`config.mk`:
```
export PLATFORM = sky130hd
export DESIGN_NAME = sync_fifo_param_flat
export DESIGN_NICKNAME = d
export VERILOG_FILES = /design/src/rtl/sync_fifo_pkg.sv /design/src/rtl/sync_fifo_param_if.sv /design/src/rtl/sync_fifo_mem.sv /design/src/rtl/sync_fifo_param.sv /design/src/flat_wrapper.sv
export SDC_FILE = /design/constraint.sdc
export NUM_CORES = 1
export LEC_CHECK = 0
export ABC_CLOCK_PERIOD_IN_PS = 8400
export BUFFER_PORTS_ARGS = -buffer_cell sky130_fd_sc_hd__buf_2
export CAP_MARGIN = 15
export CORE_MARGIN = 10
export CORE_UTILIZATION = 64
export CTS_CLUSTER_DIAMETER = 60
export DETAILED_ROUTE_END_ITERATION = 16
export GPL_TIMING_DRIVEN = 0
export PLACE_DENSITY = 0.93
export SLEW_MARGIN = 20
export SYNTH_ARGS = -nofsm -noshare
export SYNTH_HDL_FRONTEND = slang
export SYNTH_SLANG_ARGS = --single-unit
```
`constraint.sdc`:
```
create_clock -name clock -period 8.4 [get_ports clock]
set_clock_uncertainty 0.15 [all_clocks]
set_input_delay 1.68 -clock clock [delete_from_list [all_inputs] [get_ports clock]]
set_output_delay 1.68 -clock clock [all_outputs]
set_load 0.005 [all_outputs]
```
`src/rtl/sync_fifo_pkg.sv`:
```
// Shared constants and elaboration helpers for the parametrised synchronous FIFO.
// Pointer/count widths and parameter legality live here so top and interface agree.
package sync_fifo_pkg;

  localparam int DEF_WIDTH = 16;
  localparam int DEF_DEPTH = 8;

  // One extra pointer bit distinguishes full from empty when the address bits match.
  function automatic int ptr_w(input int depth);
    return $clog2(depth) + 1;
  endfunction

  function automatic int cnt_w(input int depth);
    return $clog2(depth) + 1;
  endfunction

  function automatic bit is_pow2(input int v);
    return (v >= 2) && ((v & (v - 1)) == 0);
  endfunction

  function automatic bit params_ok(input int width, input int depth,
                                   input int af_th, input int ae_th);
    return (width >= 1) && is_pow2(depth) &&
           (af_th >= 1) && (af_th <= depth) &&
           (ae_th >= 0) && (ae_th <= depth - 1);
  endfunction

endpackage

```
`src/rtl/sync_fifo_param_if.sv`:
```
// Producer/consumer bundle of sync_fifo_param; sticky error flags exist only
// when SYNC_FIFO_ERR_FLAGS_EN is defined.
interface sync_fifo_param_if
  import sync_fifo_pkg::*;
#(
  parameter int WIDTH = DEF_WIDTH,
  parameter int DEPTH = DEF_DEPTH
);
  localparam int CW = cnt_w(DEPTH);

  // Handshake: a write is taken on the edge where data_1_en && !buffer_full,
  // a read on the edge where data_2_rd && !buffer_empty; the popped word shows
  // on data_2 with data_2_valid for the one following cycle. Rejected requests drop.
  logic             flush;
  logic             data_1_en;
  logic [WIDTH-1:0] data_1;
  logic             data_2_rd;
  logic [WIDTH-1:0] data_2;
  logic             data_2_valid;
  logic             buffer_full;
  logic             buffer_empty;
  logic             almost_full;
  logic             almost_empty;
  logic [CW-1:0]    count;
`ifdef SYNC_FIFO_ERR_FLAGS_EN
  logic             overflow;
  logic             underflow;

  modport master (
    output flush, data_1_en, data_1, data_2_rd,
    input  data_2, data_2_valid, buffer_full, buffer_empty,
           almost_full, almost_empty, count, overflow, underflow
  );
  modport slave (
    input  flush, data_1_en, data_1, data_2_rd,
    output data_2, data_2_valid, buffer_full, buffer_empty,
           almost_full, almost_empty, count, overflow, underflow
  );
`else
  modport master (
    output flush, data_1_en, data_1, data_2_rd,
    input  data_2, data_2_valid, buffer_full, buffer_empty,
           almost_full, almost_empty, count
  );
  modport slave (
    input  flush, data_1_en, data_1, data_2_rd,
    output data_2, data_2_valid, buffer_full, buffer_empty,
           almost_full, almost_empty, count
  );
`endif

endinterface

```
`src/rtl/sync_fifo_mem.sv`:
```
// DEPTH x WIDTH storage: one write port, one registered read port, never reset.
module sync_fifo_mem #(
  parameter int WIDTH = 16,
  parameter int DEPTH = 8,
  parameter int AW    = $clog2(DEPTH)
) (
  input  logic             clock,
  input  logic             wr_en,
  input  logic [AW-1:0]    wr_addr,
  input  logic [WIDTH-1:0] wr_data,
  input  logic             rd_en,
  input  logic [AW-1:0]    rd_addr,
  output logic [WIDTH-1:0] rd_data
);

  logic [WIDTH-1:0] mem [DEPTH];

  // rd_data holds between reads, which gives the FIFO its data-hold behaviour.
  always_ff @(posedge clock) begin
    if (wr_en) mem[wr_addr] <= wr_data;
    if (rd_en) rd_data      <= mem[rd_addr];
  end

endmodule

```
`src/rtl/sync_fifo_param.sv`:
```
// Parametrised single-clock FIFO with occupancy count, threshold flags and flush.
// Optional sticky overflow/underflow flags: define SYNC_FIFO_ERR_FLAGS_EN.
module sync_fifo_param
  import sync_fifo_pkg::*;
#(
  parameter int WIDTH           = DEF_WIDTH,
  parameter int DEPTH           = DEF_DEPTH,
  parameter int ALMOST_FULL_TH  = 6,
  parameter int ALMOST_EMPTY_TH = 1
) (
  input logic             clock,
  input logic             reset,
  sync_fifo_param_if.slave bus
);

  localparam int PW = ptr_w(DEPTH);
  localparam int CW = cnt_w(DEPTH);
  localparam int AW = PW - 1;
  localparam logic [PW-1:0] FULL_XOR = PW'(DEPTH);

  if (!params_ok(WIDTH, DEPTH, ALMOST_FULL_TH, ALMOST_EMPTY_TH)) begin : g_bad_params
    $error("sync_fifo_param: illegal WIDTH/DEPTH/threshold parameters");
  end

  logic [PW-1:0]    wr_ptr, rd_ptr;
  logic [CW-1:0]    count_q;
  logic             valid_q;
  logic             loaded_q;
  logic             full, empty;
  logic             wr_acc, rd_acc;
  logic [WIDTH-1:0] mem_rd_data;

  assign empty  = (wr_ptr == rd_ptr);
  assign full   = ((wr_ptr ^ rd_ptr) == FULL_XOR);
  assign wr_acc = bus.data_1_en && !full  && !bus.flush;
  assign rd_acc = bus.data_2_rd && !empty && !bus.flush;

  sync_fifo_mem #(.WIDTH(WIDTH), .DEPTH(DEPTH), .AW(AW)) u_mem (
    .clock   (clock),
    .wr_en   (wr_acc),
    .wr_addr (wr_ptr[AW-1:0]),
    .wr_data (bus.data_1),
    .rd_en   (rd_acc),
    .rd_addr (rd_ptr[AW-1:0]),
    .rd_data (mem_rd_data)
  );

  // loaded_q masks the unreset storage read register until the first pop.
  always_ff @(posedge clock) begin
    if (!reset) begin
      wr_ptr   <= '0;
      rd_ptr   <= '0;
      count_q  <= '0;
      valid_q  <= 1'b0;
      loaded_q <= 1'b0;
    end else if (bus.flush) begin
      wr_ptr  <= '0;
      rd_ptr  <= '0;
      count_q <= '0;
      valid_q <= 1'b0;
    end else begin
      valid_q <= rd_acc;
      if (rd_acc) loaded_q <= 1'b1;
      if (wr_acc) wr_ptr <= wr_ptr + PW'(1);
      if (rd_acc) rd_ptr <= rd_ptr + PW'(1);
      case ({wr_acc, rd_acc})
        2'b10:   count_q <= count_q + CW'(1);
        2'b01:   count_q <= count_q - CW'(1);
        default: count_q <= count_q;
      endcase
    end
  end

  always_comb begin
    bus.data_2       = loaded_q ? mem_rd_data : '0;
    bus.data_2_valid = valid_q;
    bus.buffer_full  = full;
    bus.buffer_empty = empty;
    bus.almost_full  = (count_q >= CW'(ALMOST_FULL_TH));
    bus.almost_empty = (count_q <= CW'(ALMOST_EMPTY_TH));
    bus.count        = count_q;
  end

`ifdef SYNC_FIFO_ERR_FLAGS_EN
  logic ovf_q, unf_q;

  // Sticky until reset; flush deliberately leaves them alone.
  always_ff @(posedge clock) begin
    if (!reset) begin
      ovf_q <= 1'b0;
      unf_q <= 1'b0;
    end else begin
      if (bus.data_1_en && full)  ovf_q <= 1'b1;
      if (bus.data_2_rd && empty) unf_q <= 1'b1;
    end
  end

  assign bus.overflow  = ovf_q;
  assign bus.underflow = unf_q;
`endif

endmodule
```
`src/flat_wrapper.sv`:
```
// flat-port wrapper written by rule: the top's interface ports become plain ports
module sync_fifo_param_flat import sync_fifo_pkg::*;
#(
  parameter int WIDTH           = DEF_WIDTH,
  parameter int DEPTH           = DEF_DEPTH,
  parameter int ALMOST_FULL_TH  = 6,
  parameter int ALMOST_EMPTY_TH = 1
)
  (clock, reset, bus_flush, bus_data_1_en, bus_data_1, bus_data_2_rd, bus_data_2, bus_data_2_valid, bus_buffer_full, bus_buffer_empty, bus_almost_full, bus_almost_empty, bus_count);
  sync_fifo_param_if #(.WIDTH(WIDTH), .DEPTH(DEPTH)) bus_i ();
  input logic clock;
  input logic reset;
  input wire logic [$bits(bus_i.flush)-1:0] bus_flush;
  input wire logic [$bits(bus_i.data_1_en)-1:0] bus_data_1_en;
  input wire logic [$bits(bus_i.data_1)-1:0] bus_data_1;
  input wire logic [$bits(bus_i.data_2_rd)-1:0] bus_data_2_rd;
  output wire logic [$bits(bus_i.data_2)-1:0] bus_data_2;
  output wire logic [$bits(bus_i.data_2_valid)-1:0] bus_data_2_valid;
  output wire logic [$bits(bus_i.buffer_full)-1:0] bus_buffer_full;
  output wire logic [$bits(bus_i.buffer_empty)-1:0] bus_buffer_empty;
  output wire logic [$bits(bus_i.almost_full)-1:0] bus_almost_full;
  output wire logic [$bits(bus_i.almost_empty)-1:0] bus_almost_empty;
  output wire logic [$bits(bus_i.count)-1:0] bus_count;
  assign bus_i.flush = bus_flush;
  assign bus_i.data_1_en = bus_data_1_en;
  assign bus_i.data_1 = bus_data_1;
  assign bus_i.data_2_rd = bus_data_2_rd;
  assign bus_data_2 = bus_i.data_2;
  assign bus_data_2_valid = bus_i.data_2_valid;
  assign bus_buffer_full = bus_i.buffer_full;
  assign bus_buffer_empty = bus_i.buffer_empty;
  assign bus_almost_full = bus_i.almost_full;
  assign bus_almost_empty = bus_i.almost_empty;
  assign bus_count = bus_i.count;
  sync_fifo_param #(.WIDTH(WIDTH), .DEPTH(DEPTH), .ALMOST_FULL_TH(ALMOST_FULL_TH), .ALMOST_EMPTY_TH(ALMOST_EMPTY_TH)) u_core (.clock(clock), .reset(reset), .bus(bus_i));
endmodule
```
==> impl_metrics.csv <==
group,metric,value,unit
outcome,status,"finished, final reports clean",
die,row_count,36,
setup_path,required,8.64,ns
finish,layout_common_cells,"edfxtp_1, buf_2, mux4_1",
timing,final-hold-violation-count,0,
synth,yosys_warnings,0,
setup_path,endpoint,"u_core.bus.count[3]$_SDFFE_PP0P_",
finish,syn_to_final_growth,17.3,%
detailed_routing,met3_length,1050,um
global_route,grt.total_usage,18.3,%
pwr,irDropWorstVdd,0.154,mV
synth,syn_nets,356,
timing,fin_ws,4.62,ns
setup_path,reg2reg_slack,5.33,ns
detailed_routing,routed_wl,12600,um
synth,syn_inst,328,
global_route,grt_pass1_wl,19700,um
setup_path,slowest_stage,"a41oi_4",
clocking,clock_path_buffers,2,
detailed_routing,maxUsedRoutingLayer,"met4",
timing,max_freq,0.264,GHz
synth,yosysSeqAreaShare,71.7,%
synth,synth_area,6420,um2
clocking,cts-htree-levels,4,
global_route,grt_max_degree,25,
synth,yosys-top-cells-area,"edfxtp_1, mux4_1, dfxtp_1, mux2_2, mux4_2",
finish,nFillCells,519,
finish,drive_gt1_share,31.3,%
clocking,hold_buffers,0,
finish,stdcell_count,548,
global_route,overflow,0,
min_path,hold_path.class,"flop to flop",
detailed_routing,dr_wl_met2,6490,um
setup_path,endpoint_kind,"flop",
die,core_area,9770,um2
synth,yosysTopAreaCellShare,67.3,%
run,drv_cap,0,
detailed_routing,drc,0,
die,ios,46,
finish,final_common_cell,"edfxtp_1",
setup_path,start_kind,"input port",
clocking,clock_sink_count,158,
synth,synth_area_per_cell,19.6,um2
clocking,cts_resized,0,
timing,layout_min_cycle_time,3.78,ns
setup_path,worstSetupPathType,"input port to flop",
detailed_routing,drt_iter0_drc,326,
synth,synth_edf_count,144,
clocking,cts_made_buffers,17,
synth,yosysTopAreaCell,"edfxtp_1",
finish,num_antenna_cells,0,
placement,numPortBuffers,45,
setup_path,path_max_fanout,24,
synth,synth-compound-area-share,1.91,%
placement,dp_hpwl,8290,um
clocking,clockRootBuffer,"clkbuf_8",
finish,finalNetCount,430,
global_route,grt_pass1_vias,3416,
clocking,post-cts-setup-buffers,0,
clocking,clk_latency,0.52,ns
timing,rsz0062_at_grt,"false",
synth,synthAdderAreaFrac,1.36,%
setup_path,slowest_delay,0.81,ns
setup_path,reg2reg_to,"u_core.bus.count[3]$_SDFFE_PP0P_",
pwr,p_per_area,214,nW/um2
detailed_routing,wl_met1,4900,um
setup_path,path_cells,"buf_2 -> nand2b_1 -> a41oi_4 -> ha_1 -> or4b_1 -> a21oi_1 -> xnor2_1 -> nor2_1",
timing,tightestPinTransition,1.01,ns
setup_path,critPathLaunch,"bus_flush",
detailed_routing,num_vias,3297,
timing,relSlewSlack,32.4,%
synth,synth.area.mux_share,15.8,%
die,dieArea,14400,um2
clocking,clk_pin_slew,0.06,ns
global_route,antenna_found_initial,0,
synth,yosys.area_share.xor_xnor,1.64,%
setup_path,worst-r2r-cell-count,8,
synth,async_flop_share,0,%
synth,ys_types,39,
clocking,cts_tree,"built",
timing,drv_slew,0,
placement,gp_congestion,0.755,
detailed_routing,drt-wirelength-per-cell,23.0,um
timing,finalCritPeriodShare,45.0,%
detailed_routing,ant_nets,0,
setup_path,r2r_start,"u_core.wr_ptr[2]$_SDFFE_PP0P_",
synth,synth_top_family_by_area,"multiplexers",
detailed_routing,dr.pass1.iters,4,
setup_path,arrival,4.02,ns
min_path,worstHoldPathCells,2,
die,die_w,120,um
pwr,power.leakage,2.61,nW
timing,fin_setup_tns,0,ns
die,start_util,65.7,%
die,die_y,120,um
detailed_routing,viasPerCell,6.02,
synth,synth_ff_type,"edfxtp_1",
synth,synth-simple-area-share,5.49,%
timing,setup_viol,0,
synth,synth-seq-cells,158,
placement,post-place-ws,4.11,ns
placement,dp_cells,516,
## cells by family after synthesis
| kind of cell | after synthesis |
|---|---|
| flops | 158 |
| simple gates | 65 |
| compound gates | 17 |
| fa+ha+maj | 7 |
| xor+xnor | 12 |
| mux | 50 |
| buf+inv | 19 |
## sequential cells by signal (all words and copies together), names as in the netlist
register                 flops
u_core.u_mem.mem           128
u_core.loaded_q              1
u_core.bus.count             4
u_core.bus.data_2_valid      1
u_core.u_mem.rd_data        16
u_core.rd_ptr                4
u_core.wr_ptr                4
## layer usage
metal,track usage [%],up-vias
met5,0,-
met4,7.01,0
met3,5.26,10
met2,29.4,152
met1,23.3,1655
li1,-,1480
## power by group
part / internal [mW] / total [mW] / switching [mW]
registers: 0.864 / 0.866 / 0.00226
logic: 0.0170 / 0.0411 / 0.0240
clock network: 0.421 / 0.704 / 0.283
## worst max-delay path, delay by kind of cell
| family | cells | cell delay, ns |
|---|---|---|
| adders and majority gates | 1 | 0.39 |
| and+or+nand+nor | 3 | 0.68 |
| AOI/OAI and AO/OA | 2 | 0.99 |
| xor gates and xnor gates | 1 | 0.15 |
| buffers and inverters | 1 | 0.12 |
## cells in the mapped netlist (3+ instances only)
master	count
mux4_1	25
ha_1	7
nand2b_1	6
xor2_1	5
inv_1	4
o21ai_0	6
mux4_2	7
nand3_1	3
buf_4	3
mux2_2	16
dfxtp_1	14
buf_6	3
nor2_1	14
nor3_1	5
xnor2_1	7
clkbuf_1	5
a21oi_1	4
and2_1	17
nand2_1	9
edfxtp_1	144
## through the flow
stage / area [um2] / utilization [%] / hold WS (ns) / total power [mW]
2_1_floorplan: 6420 / - / 0.334 / 0.902
3_3_place_gp: 6810 / 69.7 / 0.353 / 0.918
3_5_place_dp: 6970 / 71.3 / 0.363 / 0.924
4_1_cts: 7530 / 77.1 / 0.374 / 1.62
5_1_grt: 7530 / 77.1 / 0.436 / 1.66
6_report: 7530 / 77.1 / 0.369 / 1.61
## area by class of cell
cell class	count	area (um2)	share of cell area (%)
repair buffers	55	342	4.53
plain buffers	15	120	1.59
well taps	133	166	2.21
inverters	4	15.0	0.199
flip-flops and latches	158	4600	61.1
clock inverters	8	52.6	0.698
multi-input cells	151	1720	22.8
clock buffers	24	513	6.81
## worst min path at each step
stage,from,endpoint
2_1_floorplan,u_core.wr_ptr[3]$_SDFFE_PP0P_,u_core.wr_ptr[3]$_SDFFE_PP0P_
3_3_place_gp,u_core.wr_ptr[3]$_SDFFE_PP0P_,u_core.wr_ptr[3]$_SDFFE_PP0P_
3_5_place_dp,u_core.wr_ptr[3]$_SDFFE_PP0P_,u_core.wr_ptr[3]$_SDFFE_PP0P_
4_1_cts,u_core.wr_ptr[3]$_SDFFE_PP0P_,u_core.wr_ptr[3]$_SDFFE_PP0P_
5_1_grt,u_core.wr_ptr[3]$_SDFFE_PP0P_,u_core.wr_ptr[3]$_SDFFE_PP0P_
6_report,u_core.wr_ptr[3]$_SDFFE_PP0P_,u_core.wr_ptr[3]$_SDFFE_PP0P_
Note: power is estimated with default switching activity, not from simulation.
